<file path="src/rtl/seq_arith_unit.sv">
// seq_arith_unit: multi-cycle unsigned add/sub/mul/div.
// Add/sub finish in one cycle; mul/div take one bit per cycle.
module seq_arith_unit #(
  parameter int WIDTH = 8
) (
  input  logic             clk,
  input  logic             rst_n,
  input  logic             start,
  input  logic [1:0]       op,
  input  logic [WIDTH-1:0] a,
  input  logic [WIDTH-1:0] b,
  output logic             busy,
  output logic             done,
  output logic [WIDTH-1:0] result_lo,
  output logic [WIDTH-1:0] result_hi,
  output logic             carry,
  output logic             div_zero
);

  localparam int CNT_W = $clog2(WIDTH) + 1;

  localparam logic [1:0] OP_ADD = 2'b00;
  localparam logic [1:0] OP_SUB = 2'b01;
  localparam logic [1:0] OP_MUL = 2'b10;
  localparam logic [1:0] OP_DIV = 2'b11;

  typedef enum logic {S_IDLE, S_CALC} state_t;

  state_t           r_state;
  state_t           w_nstate;
  logic [CNT_W-1:0] r_cnt;
  logic             r_mul;
  logic [WIDTH-1:0] r_b;
  logic [WIDTH-1:0] r_hi;
  logic [WIDTH-1:0] r_lo;
  logic [WIDTH-1:0] r_res_lo;
  logic [WIDTH-1:0] r_res_hi;
  logic             r_carry;
  logic             r_dz;
  logic             r_done;

  logic             w_iter;
  logic             w_last;
  logic             w_b_zero;
  logic [WIDTH:0]   w_add;
  logic [WIDTH:0]   w_sub;
  logic [WIDTH:0]   w_msum;
  logic [WIDTH:0]   w_rsh;
  logic             w_ge;
  logic [WIDTH-1:0] w_rdif;
  logic [WIDTH-1:0] w_nhi;
  logic [WIDTH-1:0] w_nlo;

  assign w_b_zero = (b == '0);
  assign w_iter   = start && op[1] && !(op == OP_DIV && w_b_zero);
  assign w_last   = (r_cnt == CNT_W'(WIDTH - 1));

  assign w_add = {1'b0, a} + {1'b0, b};
  assign w_sub = {1'b0, a} + {1'b0, ~b} + (WIDTH + 1)'(1);

  // Multiply step: add multiplicand if multiplier LSB set, shift right.
  assign w_msum = {1'b0, r_hi} + (r_lo[0] ? {1'b0, r_b} : '0);

  // Divide step: shift next dividend bit into remainder, trial subtract.
  assign w_rsh  = {r_hi, r_lo[WIDTH-1]};
  assign w_ge   = (w_rsh >= {1'b0, r_b});
  assign w_rdif = w_rsh[WIDTH-1:0] - r_b;

  // Next working pair for the active iterative op.
  always_comb begin
    w_nhi = '0;
    w_nlo = '0;
    if (r_mul) begin
      w_nhi = w_msum[WIDTH:1];
      w_nlo = {w_msum[0], r_lo[WIDTH-1:1]};
    end else begin
      w_nhi = w_ge ? w_rdif : w_rsh[WIDTH-1:0];
      w_nlo = {r_lo[WIDTH-2:0], w_ge};
    end
  end

  // State register.
  always_ff @(posedge clk) begin
    if (!rst_n) r_state <= S_IDLE;
    else        r_state <= w_nstate;
  end

  // Next-state logic.
  always_comb begin
    w_nstate = r_state;
    unique case (r_state)
      S_IDLE:  if (w_iter) w_nstate = S_CALC;
      S_CALC:  if (w_last) w_nstate = S_IDLE;
      default: w_nstate = S_IDLE;
    endcase
  end

  // Outputs from state and result registers.
  always_comb begin
    busy      = (r_state == S_CALC);
    done      = r_done;
    result_lo = r_res_lo;
    result_hi = r_res_hi;
    carry     = r_carry;
    div_zero  = r_dz;
  end

  // Operand capture, iteration and result registers.
  always_ff @(posedge clk) begin
    if (!rst_n) begin
      r_cnt    <= '0;
      r_mul    <= 1'b0;
      r_b      <= '0;
      r_hi     <= '0;
      r_lo     <= '0;
      r_res_lo <= '0;
      r_res_hi <= '0;
      r_carry  <= 1'b0;
      r_dz     <= 1'b0;
      r_done   <= 1'b0;
    end else begin
      r_done <= 1'b0;
      if (r_state == S_IDLE) begin
        if (start) begin
          unique case (op)
            OP_ADD: begin
              r_res_lo <= w_add[WIDTH-1:0];
              r_res_hi <= '0;
              r_carry  <= w_add[WIDTH];
              r_dz     <= 1'b0;
              r_done   <= 1'b1;
            end
            OP_SUB: begin
              r_res_lo <= w_sub[WIDTH-1:0];
              r_res_hi <= '0;
              r_carry  <= w_sub[WIDTH];
              r_dz     <= 1'b0;
              r_done   <= 1'b1;
            end
            OP_MUL, OP_DIV: begin
              if (op == OP_DIV && w_b_zero) begin
                r_res_lo <= '1;
                r_res_hi <= a;
                r_carry  <= 1'b0;
                r_dz     <= 1'b1;
                r_done   <= 1'b1;
              end else begin
                r_mul <= !op[0];
                r_b   <= b;
                r_hi  <= '0;
                r_lo  <= a;
                r_cnt <= '0;
              end
            end
            default: ;
          endcase
        end
      end else begin
        r_hi  <= w_nhi;
        r_lo  <= w_nlo;
        r_cnt <= r_cnt + CNT_W'(1);
        if (w_last) begin
          r_res_lo <= w_nlo;
          r_res_hi <= w_nhi;
          r_carry  <= 1'b0;
          r_dz     <= 1'b0;
          r_done   <= 1'b1;
        end
      end
    end
  end

endmodule

</file>
<file path="config.mk">
export PLATFORM = sky130hd
export DESIGN_NAME = seq_arith_unit
export DESIGN_NICKNAME = d
export VERILOG_FILES = /design/src/rtl/seq_arith_unit.sv
export SDC_FILE = /design/constraint.sdc
export NUM_CORES = 1
export LEC_CHECK = 0
export CORE_MARGIN = 5
export CORE_UTILIZATION = 45
export CTS_CLUSTER_SIZE = 28
export DETAILED_ROUTE_END_ITERATION = 7
export PLACE_DENSITY = 0.65
export SLEW_MARGIN = 30
export SYNTH_ARGS = -nofsm -noshare
export SYNTH_HDL_FRONTEND = slang
export SYNTH_SLANG_ARGS = --single-unit
</file>
<file path="constraint.sdc">
create_clock -name clk -period 4.1 [get_ports clk]
set_input_delay 0.41 -clock clk [delete_from_list [all_inputs] [get_ports clk]]
set_output_delay 0.41 -clock clk [all_outputs]
set_load 0.02 [all_outputs]
</file>
# --- Word-level counts from Yosys, hierarchy flattened ---
# Cells that the tools add are included.
# Widths: inputs -> output; s select.
totals:
  output_inout_bits: 20
  word_cells: 85
  ff_bits: 49
classes:
  magnitude_cmp: 1
  n_reduce_logical: 14
  addsub: 6
  mux: 43
  bitwise_logic: 3
  eq_ne: 7
ops:
  columns: ["operator", "n"]
  rows:
  - ["$mux 8", 20]
  - ["$add 8x8->9", 3]
  - ["$pmux 8 s3", 1]
  - ["$mux 4", 4]
  - ["$pmux 8 s2", 1]
  - ["$mux 1", 13]
  - ["$add 9x1->9 const B", 1]
  - ["$ge 9x8->1", 1]
  - ["$logic_not 8->1", 1]
  - ["$not 8->8", 1]
  - ["$sub 8x8->8", 1]
  - ["$pmux 1 s2", 3]
  - ["$reduce_and 3->1", 2]
  - ["$add 4x1->4 const B", 1]
  - ["$eq 2x2->1 const B", 2]
  - ["$eq 4x3->1 const B", 1]
  - ["$reduce_and 4->1", 1]
  - ["$reduce_bool 2->1", 2]
  - ["$reduce_or 2->1", 2]
  - ["$logic_and 1x1->1", 3]
  - ["$ne 3x3->1 const B", 1]
  - ["$pmux 1 s3", 1]
  - ["$eq 2x1->1 const B", 1]
  - ["$logic_not 1->1", 2]
  - ["other kinds (4)", 5]

# --- Depth between registers and ports, before layout ---
depth:
  word_depth: 6
  mapped_depth: 11
  mapped_depth_nobuf: 11

# --- Least setup slack after synthesis ---
# Ideal clock, no wire load.
synth_timing:
  kind: "register -> register"
  start: "reg r_lo[0]"
  end: "reg r_hi[7]"
  path_buffers: 0
  period_less_slack_ns: 2.296
  arrival_ns: 2.163
  setup_ns: 0.133
  setup_slack_ns: 1.804
  stages_incl_launch_ff: 11
  path_cell_list: "dfxtp_1 > and2_1 > ha_1 > fa_1 > a21oi_1 > nor2b_1 > o21ai_0 > a21oi_1 > o41a_1 > a21bo_2 > a21oi_1"
synth_via:
  elab_chain_cells: 4
synth_lines:
  columns: ["item", "line", "text"]
  rows:
  - ["from (decl)", "35", "logic [WIDTH-1:0] r_lo;"]
  - ["from (signal assigned)", "160", "r_lo <= w_nlo;"]
  - ["$mux 8", "62", "assign w_msum = {1'b0, r_hi} + (r_lo[0] ? {1'b0, r_b} : '0);"]
  - ["$add 8x8->9", "62", null]
  - ["$mux 8", "73", "if (r_mul) begin"]
  - ["$mux 8", "123", "if (r_state == S_IDLE) begin"]
  - ["to (signal assigned)", "159", "r_hi <= w_nhi;"]
  - ["to (decl)", "34", "logic [WIDTH-1:0] r_hi;"]
# No other way between the ends.
# A chain may end at the register's enable or synchronous reset.

# --- Final worst setup path ---
# Ends and elaborated chain as after synthesis.

==> qor.txt <==
Post-synth top cells = a21oi_1, dfxtp_1, nand2_1, nor2_1, inv_1
worst slew pin tran = 0.954 ns
Post-Synth Adder-Cell Area = 13.7%
Post-Synth XOR/XNOR Area = 3.17%
Final HPWL DP = 7980 microns
Post-Syn Area = 3600 sq um
CTS tree = built
post-CTS resize count = 0
Final Setup Violations = 0
core box area = 7770 sq um
crit path kind = reg2reg
leakage power = 1.69 nW
Core Rows = 32
vias in the first global route = 3,382
Final GP Congestion = 0.839
top cell type by total area after synthesis = dfxtp_1
post-synthesis sequential area ratio = 27.3%
CTS Buf Count = 5
sequential fraction of design power = 41.0%
post-synthesis cell count = 461
antenna violations before repair = 0
Root Driver = clkbuf_8
setup_tns = 0 ns
post-layout min period = 2.74 ns
Avg Synthesized Cell Area = 7.80 sq um
Util after Layout = 54.1%
post-cts hold buffer count = 0
final max-slew violation count = 0
Yosys warning count = 0
Synth Register Bits = 49
die span in x = 99.4 microns
sw power = 0.481 mW
postcts setup bufs = 0
clock share of power = 24.2%
Main synth FF type = dfxtp_1
Synth Area in Compound Gates = 26.9%
max_cap viols = 0
initial drt markers = 211
CTS HTree Levels = 2
CTS sink count = 49
PD cells = 312 nW/um^2
first-pass GRT wire length = 17,100 microns
RSZ-0062 raised after global routing = no
Max-Slew Margin vs Limit = 36.2%
combinational share of power = 34.8%
Post-synth EDFFs = 0
hold slack = 0.465 ns
GRT Util Overall = 21.4%
largest cells by area after synthesis = dfxtp_1, ha_1, a21oi_1
# DRC = 0
Area growth, synth to finish = 16.7%
Routed Antenna Nets = 0
die area = 9880 sq um
P_int = 0.830 mW
crit end category = register
Via Count = 3,449
Max VDD drop = 168 uV
crit path DAT = 2.93 ns
ant diodes = 0
Max Root-Sink Buffers = 2
mux share of post-synthesis cell area = 4.45%
count leader, synth = a21oi_1
status = finished clean
Via density = 5.77
CP Data Required Time = 4.29 ns
FFs w/ async S/R, synth = 0%
Clk Latency, worst-skew pair = 0.31 ns
crit-path max FO = 10
largest net degree at the start of global routing = 36
largest family of logic cells by synthesized area = compound AO/OA/AOI/OAI gates
Switching Share = 36.7%
Fin. Hold Viols = 0
hold crit path type = reg2reg
WL final = 10,400 microns
routed len/inst = 17.5 microns
Synth Net Count = 519
post-synthesis simple-gate area fraction = 18.3%
Synth top area share = 27.3%
Worst-path clk slew = 0.11 ns
fmax = 365 MHz
Overflow after GRT = 0
Initial DRT Pass Iterations = 6
I/O Buffers = 40
Final #Nets = 553
Clock Skew = 0.00791 ns
Setup crit start kind = register
num ports = 41
Starting Density = 46.3%
Unique masters post-synth = 58
die height = 99.4 microns
layout cells sized above 1 = 6.45%
Final Cycle Share = 66.9%
==> layout by cell type, fill, tap and decap left out, types with 4 or more instances in the layout <==
cell and count:
a211oi_1 11, a21o_1 7, a21oi_1 57, a22oi_1 4, and2_1 11, buf_4 7
clkbuf_8 5, clkdlybuf4s50_1 40, dfxtp_1 49, fa_1 4, ha_1 33, inv_1 36
mux2_2 8, mux2i_1 7, nand2_1 41, nand3_1 12, nand4_1 5, nor2_1 41
nor2b_1 7, nor3_1 8, o21a_1 4, o21ai_0 25, o21bai_1 4, or3_1 4
xnor2_1 8, xor2_1 5
==> power by group through the flow <==
stage               registers [mW]  logic (mW)  clock network [mW]
finish                       0.537       0.456               0.317
global route                 0.542       0.502               0.345
CTS                          0.536       0.454               0.322
detailed placement           0.547       0.450                   0
global placement             0.547       0.447                   0
floorplan                    0.548       0.317                   0
==> stage by stage <==
stage	setup slack, ns	area (sq um)	total power, mW	std cells
after global placement	1.30	4100	0.994	590
after floorplan	1.80	3600	0.865	461
after global routing	1.18	4200	1.39	598
after CTS	1.39	4200	1.31	598
final	1.36	4200	1.31	598
after detailed placement	1.32	4100	0.997	590
==> state kept, by name, indices dropped and copies added, names as in the netlist, 4 cells and up <==
register / count
r_b: 8
r_hi: 8
r_lo: 8
result_hi: 8
result_lo: 8
r_cnt: 4
==> per-layer routing <==
| layer | up-vias | share of wire, % | track usage (%) |
|---|---|---|---|
| met5 | - | 0 | 0 |
| met3 | 13 | 3.9 | 2.88 |
| met4 | 0 | 1.8 | 6.20 |
| li1 | 1717 | - | - |
| met1 | 1615 | 47 | 29.0 |
| met2 | 104 | 47 | 35.3 |
==> cells by family (layout without fill, tap and decap cells) <==
kind of cell	after synthesis	count (layout)
AO/OA/AOI/OAI	149	149
AND/OR/NAND/NOR	141	141
buffers and inverters	57	92
flip-flops	49	49
adder cells (fa/ha/maj)	37	37
multiplexers	15	15
XOR/XNOR	13	13
==> critical path, cell delays in order, from the launching register on <==
cell     delay (ns)
dfxtp_1        0.42
and2_1         0.21
ha_1           0.22
fa_1           0.42
a21oi_1        0.18
nor2b_1        0.08
o21ai_0        0.31
a21oi_1        0.16
o41a_1         0.32
a21bo_2        0.23
a21oi_1        0.07
==> worst paths after layout <==
kind | from | to | slack [ns] | cells after the start
min | result_lo[4] | result_lo[4] | 0.47 | 2
min reg2reg | result_lo[4] | result_lo[4] | 0.47 | 2
max | r_lo[0] | r_hi[7] | 1.36 | 10
max reg2reg | r_lo[0] | r_hi[7] | 1.36 | 10
==> final cells by class <==
type | count | area (sq um)
fillers | 759 | 3570
multi-input cells | 355 | 2400
flip-flops and latches | 49 | 981
repair buffers | 47 | 453
inverters | 37 | 139
well taps | 102 | 128
clock buffers | 5 | 68.8
clock inverters | 3 | 33.8
Power figures use the tool's default switching activity.
